## src/rtl/tdc_conv_sequencer.sv

```systemverilog
// tdc_conv_sequencer: sequences one pixel hit through TOA latch, TOT latch, encode and readout handshake
module tdc_conv_sequencer #(
  parameter int LATCH_DLY   = 2,
  parameter int ENC_LAT     = 3,
  parameter int TOT_TIMEOUT = 12
) (
  input  logic       clk,
  input  logic       reset,
  input  logic       enable,
  input  logic       cal_mode,
  input  logic       hit_rise,
  input  logic       hit_fall,
  output logic       toa_latch,
  output logic       tot_latch,
  output logic       enc_start,
  output logic       data_valid,
  input  logic       data_ready,
  output logic       tot_timeout,
  output logic       busy,
  output logic [7:0] hit_lost_cnt
);
  typedef enum logic [2:0] {IDLE, TOA_WAIT, TOT_WAIT, ENCODE, HOLD} state_t;
  localparam logic [7:0] DLY_LOAD = 8'((LATCH_DLY > 1) ? LATCH_DLY - 2 : 0);
  localparam logic [7:0] ENC_LOAD = 8'(ENC_LAT - 1);
  localparam logic [7:0] TO_LIM   = 8'(TOT_TIMEOUT);
  state_t state, state_n;
  logic [7:0] cnt, cnt_n, lost_n;
  logic fall_seen, fall_n, toa_n, tot_n, valid_n, to_n;
  logic early_end;
  assign early_end = cal_mode | fall_seen | hit_fall;
  always_comb begin
    state_n = state;
    cnt_n   = cnt;
    fall_n  = fall_seen;
    toa_n   = 1'b0;
    tot_n   = 1'b0;
    valid_n = data_valid;
    to_n    = tot_timeout;
    lost_n  = (hit_rise && (state != IDLE || !enable) && hit_lost_cnt != 8'hFF) ? hit_lost_cnt + 8'd1 : hit_lost_cnt;
    case (state)
      IDLE: if (hit_rise && enable) begin
        fall_n  = hit_fall;
        toa_n   = (LATCH_DLY == 1);
        state_n = (LATCH_DLY == 1) ? TOT_WAIT : TOA_WAIT;
        cnt_n   = (LATCH_DLY == 1) ? 8'd0 : DLY_LOAD;
      end
      TOA_WAIT: begin
        fall_n  = fall_seen | hit_fall;
        toa_n   = (cnt == 8'd0);
        state_n = (cnt == 8'd0) ? TOT_WAIT : TOA_WAIT;
        cnt_n   = (cnt == 8'd0) ? 8'd0 : cnt - 8'd1;
      end
      TOT_WAIT: if (early_end || cnt == TO_LIM) begin
        tot_n   = 1'b1;
        to_n    = !early_end;
        state_n = ENCODE;
        cnt_n   = ENC_LOAD;
      end else begin
        cnt_n = cnt + 8'd1;
      end
      ENCODE: begin
        valid_n = (cnt == 8'd0);
        state_n = (cnt == 8'd0) ? HOLD : ENCODE;
        cnt_n   = (cnt == 8'd0) ? 8'd0 : cnt - 8'd1;
      end
      HOLD: if (data_valid && data_ready) begin
        valid_n = 1'b0;
        to_n    = 1'b0;
        fall_n  = 1'b0;
        state_n = IDLE;
      end
      default: state_n = IDLE;
    endcase
  end
  always_ff @(posedge clk) begin
    if (reset) begin
      state        <= IDLE;
      cnt          <= 8'd0;
      fall_seen    <= 1'b0;
      toa_latch    <= 1'b0;
      tot_latch    <= 1'b0;
      enc_start    <= 1'b0;
      data_valid   <= 1'b0;
      tot_timeout  <= 1'b0;
      busy         <= 1'b0;
      hit_lost_cnt <= 8'd0;
    end else begin
      state        <= state_n;
      cnt          <= cnt_n;
      fall_seen    <= fall_n;
      toa_latch    <= toa_n;
      tot_latch    <= tot_n;
      enc_start    <= tot_n;
      data_valid   <= valid_n;
      tot_timeout  <= to_n;
      busy         <= (state_n != IDLE);
      hit_lost_cnt <= lost_n;
    end
  end
endmodule

```

## config.mk

```make
export PLATFORM = sky130hd
export DESIGN_NAME = tdc_conv_sequencer
export DESIGN_NICKNAME = d
export VERILOG_FILES = /design/src/rtl/tdc_conv_sequencer.sv
export SDC_FILE = /design/constraint.sdc
export NUM_CORES = 1
export LEC_CHECK = 0
export CORE_MARGIN = 5
export CORE_UTILIZATION = 47
export CTS_BUF_LIST = sky130_fd_sc_hd__clkbuf_4
export CTS_CLUSTER_SIZE = 10
export DETAILED_ROUTE_END_ITERATION = 8
export PLACE_DENSITY = 0.71
export SLEW_MARGIN = 20
export SYNTH_ARGS = -nofsm -noshare
export SYNTH_HDL_FRONTEND = slang
export SYNTH_SLANG_ARGS = --single-unit
```

## constraint.sdc

```tcl
create_clock -name clk -period 2.75 [get_ports clk]
set_clock_uncertainty 0.1 [all_clocks]
set_input_delay 0.55 -clock clk [delete_from_list [all_inputs] [get_ports clk]]
set_output_delay 0.55 -clock clk [all_outputs]
set_load 0.1 [all_outputs]
```

==> summary.md, run 1 <==
• **outcome** finished clean
• **Die Area** 4303 um^2
• **worst-path cell with the longest stage delay** or4b_1
• **commonest non-fill, non-tap cells in the layout** 25 x dfxtp_1, 24 x nor2_1, 17 x buf_4, 14 x nand3_1, 13 x a21oi_1
• **RD Place Congestion** 0.8909
• **start point of the worst min-delay path** fall_seen$_SDFFE_PP0P_
• **Area Overhead vs Synth** 14.90%
• **width of the chip** 65.60 um
• **dominant combinational cell family by area after synthesis** simple AND/OR/NAND/NOR gates
• **Min-Delay Path Depth** 2
• **Cell variety after synth** 43
• **EDFF count, synth** 0
• **Max-slew headroom** 53.97%
• **family with the most delay on the worst path** simple AND/OR/NAND/NOR gates
• **count of antenna diodes in the layout** 0
• **I/O pins** 21
• **total detailed-routing wirelength** 3375 um
• **Via density** 5.970
• **DRT iter0 DRCs** 129
• **post-synthesis simple-gate area fraction** 28.77%
• **Root Buffer Master** clkbuf_4
• **most common cell after layout, fill and taps aside** dfxtp_1
• **portion of the clock cycle consumed by the worst path in the final layout** 92.03%
• **final-layout setup total negative slack** 0 ns
• **largest fanout on the critical path** 7
• **reg-to-reg critical path endpoint** busy$_SDFF_PP0_
• **number of non-filler instances in the completed layout** 234
• **Die Y-Extent** 65.60 um
• **clock tree sinks** 25
• **combined buffer and inverter count along the critical path** 1
• **placeable core area** 3003 um^2
• **fraction of the yosys area taken by sequential cells** 34.45%
• **total track usage** 17.45%
• **clock tree from TritonCTS** yes
• **Post-Synthesis Net Count** 195
• **post-layout worst setup margin** 0.2193 ns
• **placed cell count** 230
• **Req. time, crit path** 2.90 ns
• **share of the synthesized netlist area taken by xor and xnor gates** 5.426%
• **wire length of the first global-routing pass** 5968 um
• **pre-CTS WS** 0.1172 ns
• **number of hold-slack violations in the final timing report** 0
• **top cell type by total area after synthesis** dfxtp_1
• **Worst R2R Start** cnt[1]$_SDFFE_PP0P_
• **crit path DAT** 2.68 ns
• **maximum achievable frequency** 395.1 MHz
• **leakage power of the design** 0.6031 nW
• **via count of the first global-routing pass** 1326
• **Synth Area in Compound Gates** 22.74%
• **clock period minus worst slack** 2.531 ns
• **number of antenna violations at the first check in global routing** 0
• **share of cells above drive strength 1** 14.43%
• **hold-fix buffers at CTS** 0
• **# resized after CTS** 0
• **Max Cap Viol** 0
• **top_reg_cell synth** dfxtp_1
• **H-tree levels** 1
• **number of detailed-route iterations in the first pass** 4
• **Synth Area per Inst** 7.895 um^2
• **clock edge transition at the registers on the reported setup and hold paths** 0.14 ns
• **fraction of post-synthesis cell area in the top cell type by area** 34.45%
• **IO Port Bufs** 20
• **Detailed Place HPWL** 2552 um
• **Finish-stage setup viols** 0
• **worst ir drop on vdd** 0.4493 mV
• **sort of element at the end of the critical path** flop
• **R2R setup slack** 0.22 ns
• **Reg2Reg Depth** 7
• **classification of the worst-slack hold path** flop to flop
• **Synthesis Warnings** 0
• **post-synthesis cell count** 184
• **Initial Utilization** 48.37%
• **element type at the critical path start** flop
• **power density over the cells** 858.6 nW/um^2
• **Synth Area in Adders** 3.445%
• **Tightest Pin Transition** 0.6875 ns
• **Seq cells post-synth** 25
• **post-synthesis mux area share** 0.6891%
• **top area cells in the synthesized netlist** dfxtp_1 34%, nor2_1 6.2%, nand3_1 4.8%
• **async set or reset register ratio after synthesis** 0%
• **global-route congestion overflow total** 0
• **mapped cell area** 1453 um^2
• **crit-path cells** inv_1, ha_1, or4b_1, o31ai_4, and2b_4, a311oi_2, a221oi_2
• **type of the worst setup path** flop to flop
• **maximum number of pins on one net before global-route repair** 18
• **worst-case clock buffer depth** 2
• **count of pins over their slew limit** 0
• **worst-case hold path end point** fall_seen$_SDFFE_PP0P_
• **cts bufs inserted** 3
• **DRC violations left** 0
• **number of nets at the end of the flow** 213
• **final routed wire length divided by cell count** 14.42 um
• **ANT nets after route** 0
• **count of vias placed by the detailed router** 1397
• **delay of the slowest cell on the worst path** 0.63 ns
• **number of post-CTS setup repair buffers** 0
• **RSZ-0062 raised after global routing** false
• **row cnt** 20
• **clock latency on the worst-skew pair** 0.33 ns
[cell type report]
| class | instances | area, um^2 |
|---|---|---|
| fillers | 274 | 1334 |
| multi-input cells | 143 | 887.1 |
| flip-flops and latches | 25 | 500.5 |
| repair buffers | 23 | 187.7 |
| well taps | 33 | 41.29 |
| clock buffers | 3 | 22.52 |
| inverters | 6 | 22.52 |
| clock inverters | 1 | 7.507 |
[worst max path at each step]
| stage | start | end | slack, ns | cells after the start |
|---|---|---|---|---|
| 6_report | cnt[1]$_SDFFE_PP0P_ | busy$_SDFF_PP0_ | 0.22 | 7 |
| 5_1_grt | cnt[0]$_SDFFE_PP0P_ | data_valid$_SDFFE_PP0P_ | 0.04 | 6 |
| 4_1_cts | cnt[1]$_SDFFE_PP0P_ | busy$_SDFF_PP0_ | 0.21 | 7 |
| 3_5_place_dp | enable | hit_lost_cnt[2]$_SDFFE_PP0P_ | 0.12 | 6 |
| 3_3_place_gp | enable | hit_lost_cnt[7]$_SDFFE_PP0P_ | 0.20 | 6 |
| 2_1_floorplan | hit_lost_cnt[0]$_SDFFE_PP0P_ | hit_lost_cnt[5]$_SDFFE_PP0P_ | 0.28 | 6 |
[logic make-up (layout without fill, tap and decap cells)]
group | after synthesis | after routing
AOI/OAI and AO/OA | 46 | 46
buffers and inverters | 16 | 33
and+or+nand+nor | 83 | 83
muxes | 1 | 1
DFF | 25 | 25
xor gates and xnor gates | 9 | 9
adders and majority gates | 4 | 4
[flip-flops by register name, indices dropped and copies added (netlist names)]
| signal | count |
|---|---|
| data_valid | 1 |
| busy | 1 |
| hit_lost_cnt | 8 |
| tot_timeout | 1 |
| enc_start | 1 |
| state | 3 |
| toa_latch | 1 |
| fall_seen | 1 |
| cnt | 8 |
[Yosys cell counts (2+ instances only)]
library cell and n:
dfxtp_1 25, nor2_1 24, nand3_1 14, a21oi_1 13, nand2_1 12, nor3_1 10, clkbuf_1 7, o21ai_0 7
inv_1 6, xnor2_1 6, nand2b_1 5, ha_1 4, o211ai_1 4, a22oi_1 3, a31oi_1 3, or3_1 3
xor2_1 3, a2111oi_0 2, a21o_1 2, a221oi_2 2, nand4_1 2, nor2b_1 2, nor3b_1 2, o22ai_1 2
o31ai_1 2, or2_2 2
[tightest hold or removal path, delay by kind of cell, from the launching register on]
family          cells  cell delay (ns)
flops               1             0.36
compound gates      1             0.07
simple gates        1             0.08
[metrics by stage]
| step | power (mW) | util [%] | instance area (um^2) | hold slack (ns) |
|---|---|---|---|---|
| 4_1_cts | 1.432 | 55.58 | 1669 | 0.4389 |
| 3_5_place_dp | 1.258 | 54.58 | 1639 | 0.4059 |
| 6_report | 1.433 | 55.58 | 1669 | 0.4300 |
| 5_1_grt | 1.534 | 55.58 | 1669 | 0.4772 |
| 3_3_place_gp | 1.245 | 54.58 | 1639 | 0.3804 |
| 2_1_floorplan | 1.106 | - | 1453 | 0.3578 |
[per-layer routing]
metal  GRT usage [%]  wire, um  vias to the layer above
li1                -         -                      702
met1           22.92      1567                      650
met2           28.57      1586                       40
met3           2.906       176                        5
met4           6.477        44                        0
met5               0         0                        -
[where the power goes]
| part | internal [mW] | switching, mW | leakage (nW) | total [mW] |
|---|---|---|---|---|
| registers | 0.420 | 0.0843 | 0.203 | 0.504 |
| clock network | 0.0557 | 0.116 | 0.0139 | 0.172 |
| logic | 0.239 | 0.517 | 0.386 | 0.757 |
| total | 0.715 | 0.718 | 0.603 | 1.43 |
No activity file was read; power rests on OpenSTA's default activity.
==> run 2, diff against run 1 <==
--- a/config.mk
+++ b/config.mk
@@ -11,6 +11,7 @@
 export CTS_CLUSTER_SIZE = 10
 export DETAILED_ROUTE_END_ITERATION = 8
 export PLACE_DENSITY = 0.71
+export SETUP_SLACK_MARGIN = 0.5
 export SLEW_MARGIN = 20
 export SYNTH_ARGS = -nofsm -noshare
 export SYNTH_HDL_FRONTEND = slang
==> run 2 against run 1 <==
Compared with the run above:
- clock power is 3% lower
- first-iteration DRC count is 29% higher
- critical endpoint unchanged
- sequential power hardly changed
- sequential share of layout area is 0.51 points lower
- non-clock buffer count is 6 higher
- flip-flop and latch count stayed put
- design area is 4.8% higher
- via count is 1.8% higher
==> summary.md, run 2 (same netlist as run 1, synthesis figures left out) <==
• **IO Port Bufs** 20
• **crit-path cells** inv_2, ha_4, or4b_4, o31ai_4, and2b_4, a311oi_2, a221oi_2
• **DRT iter0 DRCs** 167
• **number of antenna violations at the first check in global routing** 0
• **placed cell count** 229
• **Max Cap Viol** 0
• **power density over the cells** 880.6 nW/um^2
• **placeable core area** 3003 um^2
• **portion of the clock cycle consumed by the worst path in the final layout** 79.42%
• **Detailed Place HPWL** 2414 um
• **wire length of the first global-routing pass** 5865 um
• **number of non-filler instances in the completed layout** 240
• **Finish-stage setup viols** 0
• **Via density** 5.925
• **worst-path cell with the longest stage delay** or4b_4
• **type of the worst setup path** flop to flop
• **H-tree levels** 1
• **maximum number of pins on one net before global-route repair** 18
• **Root Buffer Master** clkbuf_4
• **RD Place Congestion** 0.9533
• **global-route congestion overflow total** 0
• **row cnt** 20
• **crit path DAT** 2.33 ns
• **Initial Utilization** 48.37%
• **Reg2Reg Depth** 7
• **number of hold-slack violations in the final timing report** 0
• **share of cells above drive strength 1** 23.19%
• **count of antenna diodes in the layout** 0
• **largest fanout on the critical path** 4
• **R2R setup slack** 0.57 ns
• **timing startpoint of the critical path** cnt[0]$_SDFFE_PP0P_
• **final-layout setup total negative slack** 0 ns
• **number of detailed-route iterations in the first pass** 4
• **Tightest Pin Transition** 0.5162 ns
• **clock edge transition at the registers on the reported setup and hold paths** 0.14 ns
• **post-layout worst setup margin** 0.5659 ns
• **clock period minus worst slack** 2.184 ns
• **count of vias placed by the detailed router** 1422
• **clock tree from TritonCTS** yes
• **ANT nets after route** 0
• **hold-fix buffers at CTS** 0
• **outcome** finished clean
• **count of pins over their slew limit** 0
• **pre-CTS WS** 0.1493 ns
• **total detailed-routing wirelength** 3503 um
• **number of nets at the end of the flow** 219
• **worst ir drop on vdd** 0.3587 mV
• **sort of element at the end of the critical path** flop
• **reg-to-reg critical path endpoint** busy$_SDFF_PP0_
• **number of fill cells in the layout** 300
• **DRC violations left** 0
• **largest registers** cnt: 8 flops, hit_lost_cnt: 8 flops, state: 3 flops
• **Die Y-Extent** 65.60 um
• **commonest non-fill, non-tap cells in the layout** 23 x nor2_1, 23 x buf_4, 17 x dfxtp_1, 14 x nand3_1, 13 x a21oi_1
• **met3 track demand over resource in global routing** 2.222%
• **clock tree sinks** 25
• **total power after layout** 1.540 mW
• **via count of the first global-routing pass** 1286
• **total track usage** 16.83%
• **I/O pins** 21
• **Max-slew headroom** 65.54%
• **Req. time, crit path** 2.89 ns
• **Die Area** 4303 um^2
• **routing layer with the top usage in global route** met2
• **RSZ-0062 raised after global routing** false
• **element type at the critical path start** flop
• **cts bufs inserted** 3
• **met2 usage in global routing** 27.05%
• **leakage power of the design** 0.6432 nW
• **multi-input combinational cell area** 907.1 um^2
• **maximum achievable frequency** 457.9 MHz
• **delay of the slowest cell on the worst path** 0.50 ns
• **Worst R2R Start** cnt[0]$_SDFFE_PP0P_
• **Area Overhead vs Synth** 20.41%
• **met1 demand-to-capacity share in global routing** 23.53%
• **width of the chip** 65.60 um
• **storage element area** 515.5 um^2
• **final routed wire length divided by cell count** 14.60 um
• **capture point of the critical path** busy$_SDFF_PP0_
• **classification of the worst-slack hold path** flop to flop
• **worst-case clock buffer depth** 2
• **clock latency on the worst-skew pair** 0.32 ns
-- run 2: cell types whose count changed in the layout (fill, tap and decap cells not counted), sizes merged --
| cell | before | now |
|---|---|---|
| buf | 17 | 23 |
| clkinv | 0 | 1 |
| clkinvlp | 1 | 0 |
-- run 2: layout make-up --
type                            count  area share [%]
Inverter                            6           1.431
Tap cell                           33           2.361
Clock buffer                        3           1.288
Clock inverter                      1          0.2861
Timing Repair Buffer               29           13.30
Multi-Input combinational cell    143           51.86
Sequential cell                    25           29.47
-- run 2: what timing repair did --
action	in CTS	in global routing
setup buffers	2	5
endpoints found under the setup margin	13	18
pin swaps	1	4
cloned	0	0
resized for setup	2	10
-- run 2: per-layer routing --
layer	vias up	share of wire, %
met3	7	7.5
met2	57	48
met5	-	0
met4	0	1.4
met1	647	43
li1	711	-
-- run 2: worst min path at each step --
stage | to | slack, ns | startpoint | depth (start not counted)
6_report | cnt[0]$_SDFFE_PP0P_ | 0.39 | cnt[0]$_SDFFE_PP0P_ | 2
5_1_grt | cnt[0]$_SDFFE_PP0P_ | 0.41 | cnt[0]$_SDFFE_PP0P_ | 2
4_1_cts | tot_timeout$_SDFFE_PP0P_ | 0.42 | tot_timeout$_SDFFE_PP0P_ | 2
3_5_place_dp | fall_seen$_SDFFE_PP0P_ | 0.39 | fall_seen$_SDFFE_PP0P_ | 2
3_3_place_gp | fall_seen$_SDFFE_PP0P_ | 0.37 | fall_seen$_SDFFE_PP0P_ | 2
2_1_floorplan | fall_seen$_SDFFE_PP0P_ | 0.36 | fall_seen$_SDFFE_PP0P_ | 2
-- run 2: metrics by stage --
stage          utilization (%)  instance area (um^2)  hold slack, ns
3_3_place_gp             54.58                  1639          0.3702
5_1_grt                  58.25                  1749          0.4108
6_report                 58.25                  1749          0.3926
3_5_place_dp             54.58                  1639          0.3907
2_1_floorplan                -                  1460          0.3578
4_1_cts                  56.21                  1688          0.4174
-- run 2: critical path: cells and delay by family (launching register included) --
kind	cells	cell delay, ns
adders and majority gates	1	0.14
AOI/OAI and AO/OA	3	0.69
DFF	1	0.37
and+or+nand+nor	2	0.73
buffers and inverters	1	0.08
-- run 2: power breakdown --
group	internal (mW)	switching [mW]
Combinational	0.315	0.555
Sequential	0.426	0.0779
Clock	0.0545	0.112
Total	0.795	0.745
==> run 3, diff against run 2 <==
==> constraint.sdc (replaced) <==
create_clock -name clk -period 2.2 [get_ports clk]
set_clock_uncertainty 0.1 [all_clocks]
set_input_delay 0.44 -clock clk [delete_from_list [all_inputs] [get_ports clk]]
set_output_delay 0.44 -clock clk [all_outputs]
set_load 0.1 [all_outputs]
==> run 3 against run 2 <==
Compared with the run above:
- combinational power increased by 40%
- non-clock buffer count increased by 13
- power increased by 33%
- global-route usage increased by 2.4 points
- design area increased by 9.2%
- final cell count increased by 5.4%
- wire length increased by 7.7%
- first-iteration DRC count decreased by 43%
- critical path type unchanged
- critical endpoint unchanged
- largest cell class unchanged
- highest routed layer unchanged
==> summary.md, run 3 (same netlist as run 1, synthesis figures left out) <==
• **outcome** finished clean
• **total detailed-routing wirelength** 3773 um
• **met1 demand-to-capacity share in global routing** 24.32%
• **Worst R2R Start** cnt[0]$_SDFFE_PP0P_
• **final-layout setup total negative slack** 0 ns
• **width of the chip** 65.60 um
• **row cnt** 20
• **delay of the slowest cell on the worst path** 0.51 ns
• **cts bufs inserted** 3
• **start point of the worst min-delay path** tot_timeout$_SDFFE_PP0P_
• **Max-slew headroom** 70.46%
• **count of antenna diodes in the layout** 0
• **pre-CTS WS** -0.1690 ns
• **final routed wire length divided by cell count** 14.91 um
• **Root Buffer Master** clkbuf_4
• **largest registers** cnt: 8 flops, hit_lost_cnt: 8 flops, state: 3 flops
• **H-tree levels** 1
• **global-route congestion overflow total** 0
• **count of vias placed by the detailed router** 1430
• **worst-case hold path end point** tot_timeout$_SDFFE_PP0P_
• **share of cells above drive strength 1** 32.27%
• **number of fill cells in the layout** 266
• **classification of the worst-slack hold path** flop to flop
• **wire length of the first global-routing pass** 6630 um
• **crit-path cells** inv_2, ha_4, or4b_4, o31ai_4, and2b_4, a311oi_2, a221oi_2
• **DRT iter0 DRCs** 95
• **Tightest Pin Transition** 0.4417 ns
• **clock latency on the worst-skew pair** 0.31 ns
• **RD Place Congestion** 0.8657
• **total track usage** 19.26%
• **crit path DAT** 2.14 ns
• **Initial Utilization** 48.37%
• **number of hold-slack violations in the final timing report** 0
• **maximum number of pins on one net before global-route repair** 17
• **met2 usage in global routing** 33.50%
• **Min-Delay Path Depth** 2
• **Detailed Place HPWL** 2820 um
• **worst ir drop on vdd** 0.5338 mV
• **Via density** 5.652
• **Max Cap Viol** 0
• **maximum achievable frequency** 500.3 MHz
• **number of antenna violations at the first check in global routing** 0
• **IO Port Bufs** 20
• **Area Overhead vs Synth** 31.44%
• **worst-case clock buffer depth** 2
• **clock edge transition at the registers on the reported setup and hold paths** 0.14 ns
• **element type at the critical path start** flop
• **portion of the clock cycle consumed by the worst path in the final layout** 90.85%
• **leakage power of the design** 0.7117 nW
• **type of the worst setup path** flop to flop
• **met3 track demand over resource in global routing** 3.077%
• **Reg2Reg Depth** 7
• **R2R setup slack** 0.20 ns
• **number of nets at the end of the flow** 232
• **I/O pins** 21
• **commonest non-fill, non-tap cells in the layout** 36 x buf_4, 22 x nor2_1, 13 x nand3_1, 13 x a21oi_1, 13 x dfxtp_1
• **power density over the cells** 1071 nW/um^2
• **RSZ-0062 raised after global routing** true
• **routing layer with the top usage in global route** met2
• **most common cell after layout, fill and taps aside** buf_4
• **post-layout worst setup margin** 0.2013 ns
• **worst-path cell with the longest stage delay** or4b_4
• **Req. time, crit path** 2.34 ns
• **number of detailed-route iterations in the first pass** 4
• **largest fanout on the critical path** 5
• **Die Y-Extent** 65.60 um
• **sort of element at the end of the critical path** flop
• **reg-to-reg critical path endpoint** busy$_SDFF_PP0_
• **clock tree from TritonCTS** yes
• **Finish-stage setup viols** 0
• **clock period minus worst slack** 1.999 ns
• **placeable core area** 3003 um^2
• **total power after layout** 2.046 mW
• **via count of the first global-routing pass** 1464
• **Die Area** 4303 um^2
• **ANT nets after route** 0
• **count of pins over their slew limit** 0
• **DRC violations left** 0
• **clock tree sinks** 25
-- run 3: cell count changes in the layout (fill, tap and decap cells not counted), sizes merged --
cell           before  now
buf                23   36
clkbuf              3    4
clkdlybuf4s50       6    5
clkinv              1    0
dlygate4sd2         0    1
-- run 3: power breakdown --
| part | leakage, nW | internal (mW) | total, mW | switching (mW) |
|---|---|---|---|---|
| sequential | 0.211 | 0.531 | 0.610 | 0.0792 |
| clock | 0.0184 | 0.0830 | 0.213 | 0.130 |
| combinational | 0.482 | 0.481 | 1.22 | 0.741 |
-- run 3: repair_timing --
item / CTS / global route
resized for setup: 8 / 5
buffers inserted: 6 / 2
hold buffers: 0 / 0
pin swaps: 6 / 3
setup endpoints to repair: 24 / 23
-- run 3: cell type report --
class	count	area, um^2	area share [%]
multi-input cells	143	945.9	49.54
clock buffers	4	30.03	1.573
inverters	6	25.02	1.311
repair buffers	42	329.1	17.23
well taps	33	41.29	2.163
flip-flops and latches	25	538.0	28.18
-- run 3: worst max-delay path by stage --
stage	startpoint	end	slack, ns	cells after the start
after floorplan	cnt[1]$_SDFFE_PP0P_	busy$_SDFF_PP0_	0.10	8
after global placement	enable	hit_lost_cnt[1]$_SDFFE_PP0P_	-0.13	6
after detailed placement	enable	hit_lost_cnt[2]$_SDFFE_PP0P_	-0.17	7
after CTS	cnt[0]$_SDFFE_PP0P_	busy$_SDFF_PP0_	0.16	7
after global routing	cnt[0]$_SDFFE_PP0P_	busy$_SDFF_PP0_	0.11	7
final	cnt[0]$_SDFFE_PP0P_	busy$_SDFF_PP0_	0.20	7
-- run 3: layer usage --
layer / up-vias / wire, um
met5: - / 0
met4: 0 / 34
met3: 4 / 137
met2: 33 / 1889
met1: 658 / 1712
li1: 735 / -
-- run 3: critical path, delay by kind of cell (launching register included) --
family / cells / cell delay (ns)
buf+inv: 1 / 0.08
fa+ha+maj: 1 / 0.14
compound gates: 3 / 0.53
simple gates: 2 / 0.72
flops: 1 / 0.35
-- run 3: per-stage QoR --
stage | util [%] | hold slack, ns | instance area, um^2 | instances
finish | 63.58 | 0.4067 | 1909 | 253
CTS | 62.67 | 0.4084 | 1882 | 251
detailed placement | 59.50 | 0.3880 | 1787 | 241
global placement | 59.50 | 0.3849 | 1787 | 241
global route | 63.58 | 0.4470 | 1909 | 253
floorplan | - | 0.3578 | 1524 | 184
